### config.mk
export PLATFORM = sky130hd
export DESIGN_NAME = exc_ctrl_flat
export DESIGN_NICKNAME = d
export VERILOG_FILES = /design/src/rtl/exc_ctrl_if.sv /design/src/rtl/exc_ctrl.sv /design/src/flat_wrapper.sv
export SDC_FILE = /design/constraint.sdc
export NUM_CORES = 1
export LEC_CHECK = 0
export CAP_MARGIN = 20
export CORE_MARGIN = 2
export CORE_UTILIZATION = 41
export CTS_BUF_LIST = sky130_fd_sc_hd__clkbuf_16
export DETAILED_ROUTE_END_ITERATION = 10
export GPL_TIMING_DRIVEN = 0
export MAX_ROUTING_LAYER = met4
export PLACE_DENSITY = 0.95
export SLEW_MARGIN = 20
export SYNTH_ARGS = -nofsm -noshare
export SYNTH_HDL_FRONTEND = slang
export SYNTH_SLANG_ARGS = --single-unit
export TNS_END_PERCENT = 1
### constraint.sdc
create_clock -name clk -period 5.4 [get_ports clk]
set_clock_uncertainty 0.1 [all_clocks]
set_input_delay 1.62 -clock clk [delete_from_list [all_inputs] [get_ports clk]]
set_output_delay 1.62 -clock clk [all_outputs]
set_load 0.005 [all_outputs]
### src/rtl/exc_ctrl_if.sv
// exc_ctrl_if: pipeline/cop0 side signals of the exception sequencer.
// master drives requests and status; slave is the sequencer itself.
interface exc_ctrl_if;
    logic [5:0]  irq;
    logic        sys_req, brk_req, ri_req, ovf_req, eret_req;
    logic [31:0] pc_cur, epc_in;
    logic        status_ie, status_exl, status_bev;
    logic        count_wr, compare_wr;
    logic [31:0] wr_data;
    logic        flush, stall, redirect;
    logic [31:0] redirect_pc;
    logic        epc_wr, cause_wr;
    logic [31:0] epc_data, cause_data;
    logic        exl_set, exl_clr, busy;
    logic [31:0] count_out, compare_out;

    modport master (
        output irq, sys_req, brk_req, ri_req, ovf_req, eret_req, pc_cur, epc_in,
               status_ie, status_exl, status_bev, count_wr, compare_wr, wr_data,
        input  flush, stall, redirect, redirect_pc, epc_wr, cause_wr, epc_data,
               cause_data, exl_set, exl_clr, busy, count_out, compare_out
    );
    modport slave (
        input  irq, sys_req, brk_req, ri_req, ovf_req, eret_req, pc_cur, epc_in,
               status_ie, status_exl, status_bev, count_wr, compare_wr, wr_data,
        output flush, stall, redirect, redirect_pc, epc_wr, cause_wr, epc_data,
               cause_data, exl_set, exl_clr, busy, count_out, compare_out
    );
endinterface

### src/rtl/exc_ctrl.sv
// exc_ctrl: cop0 exception/interrupt/ERET sequencer (FLUSH -> SAVE -> VECTOR, or RET).
// Define EXC_TIMER_EN to build the COUNT/COMPARE timer interrupt on IP7.
module exc_ctrl (
    input logic       clk,
    input logic       rst_n,
    exc_ctrl_if.slave bus
);
    localparam logic [31:0] EXCEPTION_ENTRY = 32'h80000180;
    localparam logic [31:0] BOOT_ENTRY      = 32'hBFC00380;

    typedef enum logic [2:0] {IDLE, FLUSH, SAVE, VECTOR, RET} state_t;

    state_t      state;
    logic        timer_pend, int_pend, exc;
    logic [4:0]  code, code_q;
    logic [7:0]  ip, ip_q;
    logic [31:0] pc_q;

`ifdef EXC_TIMER_EN
    logic [31:0] count, compare;

    always_ff @(posedge clk) begin
        if (!rst_n) begin
            count      <= '0;
            compare    <= '0;
            timer_pend <= 1'b0;
        end else begin
            count <= bus.count_wr ? bus.wr_data : count + 32'd1;
            if (bus.compare_wr) begin
                compare    <= bus.wr_data;
                timer_pend <= 1'b0;
            end else if (count == compare) begin
                timer_pend <= 1'b1;
            end
        end
    end

    assign bus.count_out   = count;
    assign bus.compare_out = compare;
`else
    logic unused_timer;

    assign timer_pend      = 1'b0;
    assign bus.count_out   = '0;
    assign bus.compare_out = '0;
    assign unused_timer    = ^{bus.count_wr, bus.compare_wr, bus.wr_data};
`endif

    // IP is only recorded when the interrupt is the cause actually taken
    always_comb begin
        int_pend = (bus.irq != 6'd0 || timer_pend) && bus.status_ie && !bus.status_exl;
        exc      = int_pend || bus.ri_req || bus.sys_req || bus.brk_req || bus.ovf_req;
        code     = int_pend ? 5'd0 : bus.ri_req ? 5'd10 : bus.sys_req ? 5'd8 :
                   bus.brk_req ? 5'd9 : 5'd12;
        ip       = int_pend ? {bus.irq[5] | timer_pend, bus.irq[4:0], 2'b00} : 8'd0;
    end

    // outputs are registered alongside the next state, so each strobe lasts one state
    always_ff @(posedge clk) begin
        bus.flush       <= 1'b0;
        bus.stall       <= 1'b0;
        bus.redirect    <= 1'b0;
        bus.redirect_pc <= '0;
        bus.epc_wr      <= 1'b0;
        bus.epc_data    <= '0;
        bus.cause_wr    <= 1'b0;
        bus.cause_data  <= '0;
        bus.exl_set     <= 1'b0;
        bus.exl_clr     <= 1'b0;
        bus.busy        <= 1'b0;
        if (!rst_n) begin
            state  <= IDLE;
            code_q <= '0;
            ip_q   <= '0;
            pc_q   <= '0;
        end else begin
            case (state)
                IDLE: begin
                    if (exc) begin
                        state     <= FLUSH;
                        code_q    <= code;
                        ip_q      <= ip;
                        pc_q      <= bus.pc_cur;
                        bus.flush <= 1'b1;
                        bus.stall <= 1'b1;
                        bus.busy  <= 1'b1;
                    end else if (bus.eret_req) begin
                        state           <= RET;
                        bus.redirect    <= 1'b1;
                        bus.redirect_pc <= bus.epc_in;
                        bus.exl_clr     <= 1'b1;
                        bus.flush       <= 1'b1;
                        bus.busy        <= 1'b1;
                    end
                end
                FLUSH: begin
                    state          <= SAVE;
                    bus.epc_wr     <= 1'b1;
                    bus.epc_data   <= pc_q;
                    bus.cause_wr   <= 1'b1;
                    bus.cause_data <= {16'b0, ip_q, 1'b0, code_q, 2'b0};
                    bus.exl_set    <= 1'b1;
                    bus.stall      <= 1'b1;
                    bus.busy       <= 1'b1;
                end
                SAVE: begin
                    state           <= VECTOR;
                    bus.redirect    <= 1'b1;
                    bus.redirect_pc <= bus.status_bev ? BOOT_ENTRY : EXCEPTION_ENTRY;
                    bus.busy        <= 1'b1;
                end
                default: state <= IDLE;
            endcase
        end
    end
endmodule

### src/flat_wrapper.sv
// flat-port wrapper written by rule: the top's interface ports become plain ports
module exc_ctrl_flat 
  (clk, rst_n, bus_irq, bus_sys_req, bus_brk_req, bus_ri_req, bus_ovf_req, bus_eret_req, bus_pc_cur, bus_epc_in, bus_status_ie, bus_status_exl, bus_status_bev, bus_count_wr, bus_compare_wr, bus_wr_data, bus_flush, bus_stall, bus_redirect, bus_redirect_pc, bus_epc_wr, bus_cause_wr, bus_epc_data, bus_cause_data, bus_exl_set, bus_exl_clr, bus_busy, bus_count_out, bus_compare_out);
  exc_ctrl_if bus_i ();
  input logic clk;
  input logic rst_n;
  input wire logic [$bits(bus_i.irq)-1:0] bus_irq;
  input wire logic [$bits(bus_i.sys_req)-1:0] bus_sys_req;
  input wire logic [$bits(bus_i.brk_req)-1:0] bus_brk_req;
  input wire logic [$bits(bus_i.ri_req)-1:0] bus_ri_req;
  input wire logic [$bits(bus_i.ovf_req)-1:0] bus_ovf_req;
  input wire logic [$bits(bus_i.eret_req)-1:0] bus_eret_req;
  input wire logic [$bits(bus_i.pc_cur)-1:0] bus_pc_cur;
  input wire logic [$bits(bus_i.epc_in)-1:0] bus_epc_in;
  input wire logic [$bits(bus_i.status_ie)-1:0] bus_status_ie;
  input wire logic [$bits(bus_i.status_exl)-1:0] bus_status_exl;
  input wire logic [$bits(bus_i.status_bev)-1:0] bus_status_bev;
  input wire logic [$bits(bus_i.count_wr)-1:0] bus_count_wr;
  input wire logic [$bits(bus_i.compare_wr)-1:0] bus_compare_wr;
  input wire logic [$bits(bus_i.wr_data)-1:0] bus_wr_data;
  output wire logic [$bits(bus_i.flush)-1:0] bus_flush;
  output wire logic [$bits(bus_i.stall)-1:0] bus_stall;
  output wire logic [$bits(bus_i.redirect)-1:0] bus_redirect;
  output wire logic [$bits(bus_i.redirect_pc)-1:0] bus_redirect_pc;
  output wire logic [$bits(bus_i.epc_wr)-1:0] bus_epc_wr;
  output wire logic [$bits(bus_i.cause_wr)-1:0] bus_cause_wr;
  output wire logic [$bits(bus_i.epc_data)-1:0] bus_epc_data;
  output wire logic [$bits(bus_i.cause_data)-1:0] bus_cause_data;
  output wire logic [$bits(bus_i.exl_set)-1:0] bus_exl_set;
  output wire logic [$bits(bus_i.exl_clr)-1:0] bus_exl_clr;
  output wire logic [$bits(bus_i.busy)-1:0] bus_busy;
  output wire logic [$bits(bus_i.count_out)-1:0] bus_count_out;
  output wire logic [$bits(bus_i.compare_out)-1:0] bus_compare_out;
  assign bus_i.irq = bus_irq;
  assign bus_i.sys_req = bus_sys_req;
  assign bus_i.brk_req = bus_brk_req;
  assign bus_i.ri_req = bus_ri_req;
  assign bus_i.ovf_req = bus_ovf_req;
  assign bus_i.eret_req = bus_eret_req;
  assign bus_i.pc_cur = bus_pc_cur;
  assign bus_i.epc_in = bus_epc_in;
  assign bus_i.status_ie = bus_status_ie;
  assign bus_i.status_exl = bus_status_exl;
  assign bus_i.status_bev = bus_status_bev;
  assign bus_i.count_wr = bus_count_wr;
  assign bus_i.compare_wr = bus_compare_wr;
  assign bus_i.wr_data = bus_wr_data;
  assign bus_flush = bus_i.flush;
  assign bus_stall = bus_i.stall;
  assign bus_redirect = bus_i.redirect;
  assign bus_redirect_pc = bus_i.redirect_pc;
  assign bus_epc_wr = bus_i.epc_wr;
  assign bus_cause_wr = bus_i.cause_wr;
  assign bus_epc_data = bus_i.epc_data;
  assign bus_cause_data = bus_i.cause_data;
  assign bus_exl_set = bus_i.exl_set;
  assign bus_exl_clr = bus_i.exl_clr;
  assign bus_busy = bus_i.busy;
  assign bus_count_out = bus_i.count_out;
  assign bus_compare_out = bus_i.compare_out;
  exc_ctrl u_core (.clk(clk), .rst_n(rst_n), .bus(bus_i));
endmodule
======== Word-level counts from Yosys, hierarchy flattened ========
Index checks and enable logic that the tools add are counted.
operators by class
  muxes and demuxes ....................... 20
  equality and inequality tests ........... 3
  reductions and logical operators ........ 13
operators with widths
  kind                                            number
  2-to-1 mux 32 bit                               2
  case mux 32 bit (2 select lines)                1
  2-to-1 mux 30 bit                               1
  2-to-1 mux 5 bit                                3
  2-to-1 mux 3 bit                                3
  case mux 3 bit (3 select lines)                 1
  2-to-1 mux 8 bit                                1
  case mux 1 bit (2 select lines)                 3
  AND reduction 2 bit                             3
  nonzero test 6 bit                              1
  2-to-1 mux 1 bit                                5
  logical OR 1 bit                                4
  == test 3 x 1 -> 1 bit (second input constant)  1
  == test 3 x 2 -> 1 bit (second input constant)  1
  logical NOT 3 bit                               1
  != test 3 x 2 -> 1 bit (second input constant)  1
  logical AND 1 bit                               2
  OR reduction 2 bit                              1
  logical NOT 1 bit                               1
word-level totals
  output and inout bits ................... 168
  register bits ........................... 150

======== Longest topological paths before layout ========
Gate-level depths: netlist of the first run.
  depth in word-level cells ............... 9
  mapped depth ............................ 7
  gate-level depth less buffers ........... 5

======== Worst setup path after synthesis of the first run ========
OpenSTA, ideal clock, no wires.
  kind .................................... input to register
  from .................................... input bus_irq[1]
  to ...................................... register u_core.bus.flush
  path buffers ............................ 0
  stages on the path ...................... 4
  slack ................................... 2.250 ns
  arrival time ............................ 2.929 ns
  required time ........................... 5.178 ns
  path through ............................ or4_4 o31ai_4 nand3b_1 o311a_1
between the ends
  cells in the longest elaborated chain, start to end .. 8
RTL lines
  item                            RTL line           source
  from (decl)                     flat_wrapper.sv:7  input wire logic [$bits(bus_i.irq)-1:0] bus_irq;
  nonzero test 6 bit              exc_ctrl.sv:51     int_pend = (bus.irq != 6'd0 || timer_pend) && bus.status_ie && !bus.status_exl;
  logical AND 1 bit (2 in a row)  exc_ctrl.sv:51
  logical OR 1 bit (4 in a row)   exc_ctrl.sv:52     exc = int_pend || bus.ri_req || bus.sys_req || bus.brk_req || bus.ovf_req;
  2-to-1 mux 1 bit                exc_ctrl.sv:79     if (exc) begin
  to (signal assigned)            exc_ctrl.sv:60     bus.flush <= 1'b0;
  to (signal assigned)            exc_ctrl.sv:84     bus.flush <= 1'b1;
  to (signal assigned)            exc_ctrl.sv:92     bus.flush <= 1'b1;
  to (decl)                       exc_ctrl_if.sv:26  output flush, stall, redirect, redirect_pc, epc_wr, cause_wr, epc_data,
Every way passes these cells.
A chain may end at the register's enable or synchronous reset.

======== Worst setup path after layout of the first run ========
Same ends and word-level chain as after synthesis.

==> run_results.csv, run 1 <==
group,metric,value,unit
route,viasPerCell,4.151,
final_layout,fin_nets,854,
setup_path,cpMaxStageDelayCell,"or4_4",
final_layout,n_antenna_cell,0,
synthesis,syn_avg_cell_area,9.986,um^2
setup_path,critPathMaxStageDelay,0.55,ns
synthesis,synth_top_family_by_area,"buffers and inverters",
grt,antenna_found_initial,0,
route,drc_errors,0,
place,place_congestion,0.7933,
timing,tightest_slew,0.5248,ns
floorplan,coreArea,0.01137,mm^2
grt,gr-usage-all-layers,19.55,%
grt,grt_pass1_vias,3716,
clock_tree,post_cts_resized,0,
job,max_cap_violations,0,
setup_path,cp.required,5.58,ns
route,routed_wl,11.74,mm
timing,period_share,64.23,%
setup_path,critPathArrivalTime,3.65,ns
synthesis,synth-edff-count,0,
grt,grt_max_degree,17,
timing,period_needed,3.469,ns
pwr,ir_worst_vdd,0.0002215,V
timing,slew_headroom,65.02,%
setup_path,cp-end-kind,"flop",
outcome,status,"completed",
synthesis,synth-compound-area-share,3.482,%
clock_tree,clkSinkCount,125,
place,hpwlAfterDp,8.910,mm
floorplan,die_h,111.6,um
final_layout,drive_gt1_share,17.13,%
route,vias,3719,
clock_tree,cts_root_buffer,"clkbuf_16",
clock_tree,cts_hold_buf,0,
route,dr.pass1.iters,4,
final_layout,utilization,65.39,%
setup_path,path_buf_inv,1,
timing,slew_violations,0,
final_layout,syn_to_final_growth,56.74,%
final_layout,postLayoutCellArea,0.007435,mm^2
grt,grt-ovfl-total,0,
route,ant_nets,0,
pwr,power.leakage,3.451,nW
clock_tree,cts_htree_levels,4,
synthesis,synthSimpleGateAreaFrac,17.36,%
floorplan,start_util,41.72,%
timing,rsz0062_at_grt,"no",
clock_tree,cts_tree,"done",
timing,whs,0.3511,ns
route,drtIter0Drc,126,
place,portBuffers,161,
setup_path,path_cells,"clkdlybuf4s50_1, or4_4, o31ai_4, nand3b_1, o311a_1",
grt,grt_pass1_wl,18.46,mm
synthesis,async_flop_share,0,%
worst_hold_path,hold_class,"reg -> reg",
synthesis,ys_types,33,
route,routedWlPerCell,13.10,um
setup_path,start_kind,"primary input",
synthesis,synth_fa_ha_area_share,0,%
timing,max_freq,288.3,MHz
synthesis,synthFlopType,"dfxtp_1",
synthesis,yosys.area_share.xor_xnor,0,%
synthesis,yosysWarnings,0,
synthesis,muxShareOfSynthArea,8.441,%
timing,finalHoldViolations,0,
floorplan,io_pins,282,
setup_path,critPathMaxFanout,6,
place,place_area,0.006853,mm^2
synthesis,netlist_area,0.004743,mm^2
setup_path,r2r_start,"u_core.state[1]",
timing,totalNegativeSetupSlack,0,ns
timing,finalSetupViolCount,0,
clock_tree,insertion_delay,0.40,ns
floorplan,dieArea,0.01245,mm^2
setup_path,crit_family,"simple AND/OR/NAND/NOR gates",
clock_tree,cts_made_buffers,17,
worst_hold_path,worstHoldStart,"u_core.pc_q[23]",
clock_tree,postCtsSetupBuffers,0,
place,dp_slack,1.529,ns
clock_tree,cts.reportedPaths.clkPinSlew,0.05,ns
setup_path,worstSetupStartpoint,"bus_irq[1]",
synthesis,synth_seq_area_share,52.76,%
timing,layout_setup_ws,1.931,ns
synthesis,ys_ff_latch,125,
setup_path,crit_type,"in -> reg",
clock_tree,cts_buffer_depth,2,
floorplan,num_rows,39,
pwr,p_per_area,317.6,mW/mm^2
floorplan,die_w,111.6,um
synthesis,synth_cells,475,
## cell usage in the layout, fill, tap and decap left out, drive strengths merged, types with 3 or more instances in the layout
cell           count
clkdlybuf4s50    161
dfxtp            125
buf               95
conb              86
nand2             74
and2              62
mux2i             40
clkbuf            32
inv               16
o21ai             12
nand3              8
clkinv             7
a21oi              4
nand2b             3
nor2               3
bufinv             3
clkinvlp           3
## per-stage QoR
step,total power [W],std cells
floorplan,0.001153,560
global placement,0.001261,864
detailed placement,0.001269,864
CTS,0.002375,896
global route,0.002448,896
finish,0.002361,896
## cells in the mapped netlist, types with 2 or more instances
cell type	number	area share (%)
dfxtp_1	125	53
buf_4	88	14
nand2_1	74	5.9
and2_1	62	8.2
mux2i_1	40	8.4
clkbuf_1	15	1.2
inv_1	13	1.0
o21ai_0	12	1.3
nand3_1	8	0.84
buf_6	7	1.7
a21oi_1	3	0.32
nand2b_1	3	0.40
nor2_1	3	0.24
a21o_1	2	0.32
nor3_1	2	0.21
## final timing paths
path / endpoint / slack, ns / cells past startpoint
max: u_core.bus.flush / 1.93 / 5
min: u_core.pc_q[23] / 0.35 / 2
max reg2reg: u_core.bus.cause_data[11] / 3.42 / 5
min reg2reg: u_core.pc_q[23] / 0.35 / 2
## kinds of logic (layout without fill, tap and decap cells)
| logic type | Yosys count | count (layout) |
|---|---|---|
| other | 1 | 86 |
| AO/OA/AOI/OAI | 24 | 24 |
| AND/OR/NAND/NOR | 161 | 161 |
| flip-flops | 125 | 125 |
| buffers and inverters | 124 | 317 |
| multiplexers | 40 | 40 |
## flip-flops by register name, summed over array words and instances (netlist names)
name	flops
u_core.bus.busy	1
u_core.bus.cause_data	10
u_core.bus.epc_data	32
u_core.bus.epc_wr	1
u_core.bus.exl_clr	1
u_core.bus.flush	1
u_core.bus.redirect	1
u_core.bus.redirect_pc	32
u_core.bus.stall	1
u_core.code_q	4
u_core.ip_q	6
u_core.pc_q	32
u_core.state	3
## power breakdown
group	switching [W]	internal (W)	total, W
combinational	0.000110	0.000163	0.000273
clock	0.000392	0.000715	0.00111
sequential	0.0000170	0.000965	0.000982
## tightest hold or removal path: cells and delay by family, from the launching register on
family,cells,cell delay [ns]
DFF,1,0.30
and+or+nand+nor,1,0.05
muxes,1,0.05
## metal layers
metal	track usage, %	share of wire, %
met1	20.90	39
met2	34.59	53
met3	4.192	4.9
met4	9.053	2.8
met5	-	0
## layout make-up
cell class              count  area (um^2)
fillers                   887         3935
well taps                 143        178.9
multi-input cells         311         1712
flip-flops and latches    125         2502
inverters                  14        52.55
clock buffers              17        425.4
plain buffers             110        795.8
repair buffers            161         1612
clock inverters            15        156.4
No activity file was read; power rests on OpenSTA's default activity.
==> run 2, diff against run 1 <==
--- a/config.mk
+++ b/config.mk
@@ -7,12 +7,12 @@
 export LEC_CHECK = 0
 export CAP_MARGIN = 20
 export CORE_MARGIN = 2
-export CORE_UTILIZATION = 41
+export CORE_UTILIZATION = 34
 export CTS_BUF_LIST = sky130_fd_sc_hd__clkbuf_16
 export DETAILED_ROUTE_END_ITERATION = 10
 export GPL_TIMING_DRIVEN = 0
 export MAX_ROUTING_LAYER = met4
-export PLACE_DENSITY = 0.95
+export PLACE_DENSITY = 0.89
 export SLEW_MARGIN = 20
 export SYNTH_ARGS = -nofsm -noshare
 export SYNTH_HDL_FRONTEND = slang
==> constraint.sdc (replaced) <==
create_clock -name clk -period 3.15 [get_ports clk]
set_clock_uncertainty 0.1 [all_clocks]
set_input_delay 0.945 -clock clk [delete_from_list [all_inputs] [get_ports clk]]
set_output_delay 0.945 -clock clk [all_outputs]
set_load 0.005 [all_outputs]
==> run 2 against run 1 <==
  * Critical endpoint is now u_core.pc_q[5]
  * Routed wire length fell by 2.8%
  * Hold slack lost 0.0046 ns
  * Global-route usage down 3.9 points
==> run_results.csv, run 2 (synthesis gave the netlist of run 1 again) <==
group,metric,value,unit
outcome,status,"completed",
setup_path,reg2reg_depth,5,
route,routed_wl,11.41,mm
final_layout,fin_cells,932,
route,dr.pass1.iters,4,
worst_hold_path,hold_class,"reg -> reg",
setup_path,r2r_slack,1.18,ns
floorplan,num_rows,43,
clock_tree,insertion_delay,0.40,ns
grt,grt_max_degree,17,
pwr,power.leakage,3.420,nW
clock_tree,cts_buffer_depth,2,
job,max_cap_violations,0,
final_layout,drive_gt1_share,16.51,%
timing,period_share,88.45,%
setup_path,path_cells,"clkdlybuf4s50_1, nor2b_1, clkbuf_1, o31ai_4, a21oi_2, buf_6, mux2i_1",
clock_tree,cts_tree,"done",
timing,rsz0062_at_grt,"no",
place,portBuffers,161,
final_layout,top_regs,"u_core.bus.epc_data (32), u_core.bus.redirect_pc (32), u_core.pc_q (32)",
setup_path,r2r_start,"u_core.state[0]",
clock_tree,postCtsSetupBuffers,0,
clock_tree,cts_htree_levels,4,
timing,finalHoldViolations,0,
setup_path,path_buf_inv,3,
grt,antenna_found_initial,0,
floorplan,coreArea,0.01377,mm^2
grt,gr-usage-all-layers,15.61,%
setup_path,cp.required,3.38,ns
grt,grt_pass1_wl,17.14,mm
timing,tightest_slew,0.5003,ns
final_layout,final_cell_mix,"clkdlybuf4s50_1, dfxtp_1, buf_4",
setup_path,critPathArrivalTime,3.01,ns
worst_hold_path,worstHoldStart,"u_core.ip_q[2]",
pwr,ir_worst_vdd,0.0003518,V
grt,grt_pass1_vias,3468,
setup_path,cpMaxStageDelayCell,"clkdlybuf4s50_1",
worst_hold_path,whs_path_depth,1,
timing,slew_headroom,66.52,%
final_layout,syn_to_final_growth,56.29,%
final_layout,fillCellCount,1231,
place,dp.cells,901,
setup_path,rr_endpoint,"u_core.bus.redirect_pc[25]",
setup_path,critPathMaxStageDelay,0.46,ns
place,hpwlAfterDp,8.850,mm
clock_tree,clkSinkCount,125,
final_layout,final_common_cell,"clkdlybuf4s50_1",
floorplan,io_pins,282,
grt,grt-ovfl-total,0,
setup_path,cp-end-kind,"flop",
route,drc_errors,0,
timing,slew_violations,0,
place,place_congestion,0.7773,
setup_path,start_kind,"primary input",
clock_tree,cts_hold_buf,0,
floorplan,dieArea,0.01491,mm^2
route,drtIter0Drc,149,
pwr,p_per_area,517.2,mW/mm^2
floorplan,die_w,122.1,um
setup_path,worstSetupStartpoint,"bus_status_ie",
route,routedWlPerCell,12.24,um
timing,max_freq,358.9,MHz
clock_tree,cts.reportedPaths.clkPinSlew,0.05,ns
clock_tree,post_cts_resized,0,
timing,totalNegativeSetupSlack,0,ns
timing,period_needed,2.786,ns
final_layout,utilization,53.82,%
setup_path,crit_type,"in -> reg",
timing,finalSetupViolCount,0,
floorplan,die_h,122.1,um
route,viasPerCell,3.928,
setup_path,critPathMaxFanout,10,
route,ant_nets,0,
final_layout,fin_nets,854,
clock_tree,cts_made_buffers,17,
setup_path,crit_family,"buffers and inverters",
clock_tree,cts_root_buffer,"clkbuf_16",
worst_hold_path,whs_endpoint,"u_core.bus.cause_data[10]",
route,vias,3661,
floorplan,start_util,34.44,%
## run 2: cell type report
type	instances	area [um^2]	area share, %
Clock inverter	13	86.33	1.165
Buffer	110	795.8	10.73
Antenna cell	1	2.502	0.03376
Inverter	14	52.55	0.7089
Timing Repair Buffer	161	1612	21.74
Clock buffer	17	425.4	5.738
Tap cell	180	225.2	3.038
Multi-Input combinational cell	311	1712	23.09
Sequential cell	125	2502	33.76
## run 2: worst reg2reg max path, cell delays in order, from the launching register on
cell and delay [ns]:
dfxtp_1 0.37, or4bb_1 0.56, nor3_1 0.22, nand4b_2 0.23
buf_6 0.21, o21ai_0 0.19
## run 2: stage by stage
step                cell area [um^2]  hold WS (ns)  total power [W]  worst slack (ns)
global route                    7411        0.3611         0.003987            0.2164
finish                          7413        0.3465         0.003834            0.3640
detailed placement              6899        0.3402         0.002174          -0.07332
CTS                             7411        0.3462         0.003865            0.3488
global placement                6899        0.3337         0.002162         -0.007534
floorplan                       5062        0.3296         0.001976            0.6745
## run 2: metal layers
layer  track usage [%]  share of wire (%)  vias up
li1                  -                  -     1861
met1             16.92                 40     1638
met2             26.36                 52      147
met3             4.120                6.5       15
met4             7.902                1.9        0
met5                 -                  0        -
## run 2: worst max path at each step
stage | end | slack, ns | cells past startpoint
after floorplan | u_core.bus.flush | 0.67 | 4
after global placement | u_core.ip_q[4] | -0.008 | 7
after detailed placement | u_core.pc_q[5] | -0.07 | 7
after CTS | u_core.pc_q[5] | 0.35 | 7
after global routing | u_core.code_q[1] | 0.22 | 7
final | u_core.pc_q[5] | 0.36 | 7
## run 2: power by group
part | leakage, nW | switching [W] | internal [W]
combinational | 2.15 | 0.000185 | 0.000279
clock | 0.254 | 0.000642 | 0.00105
sequential | 1.02 | 0.0000271 | 0.00165
total | 3.42 | 0.000854 | 0.00298
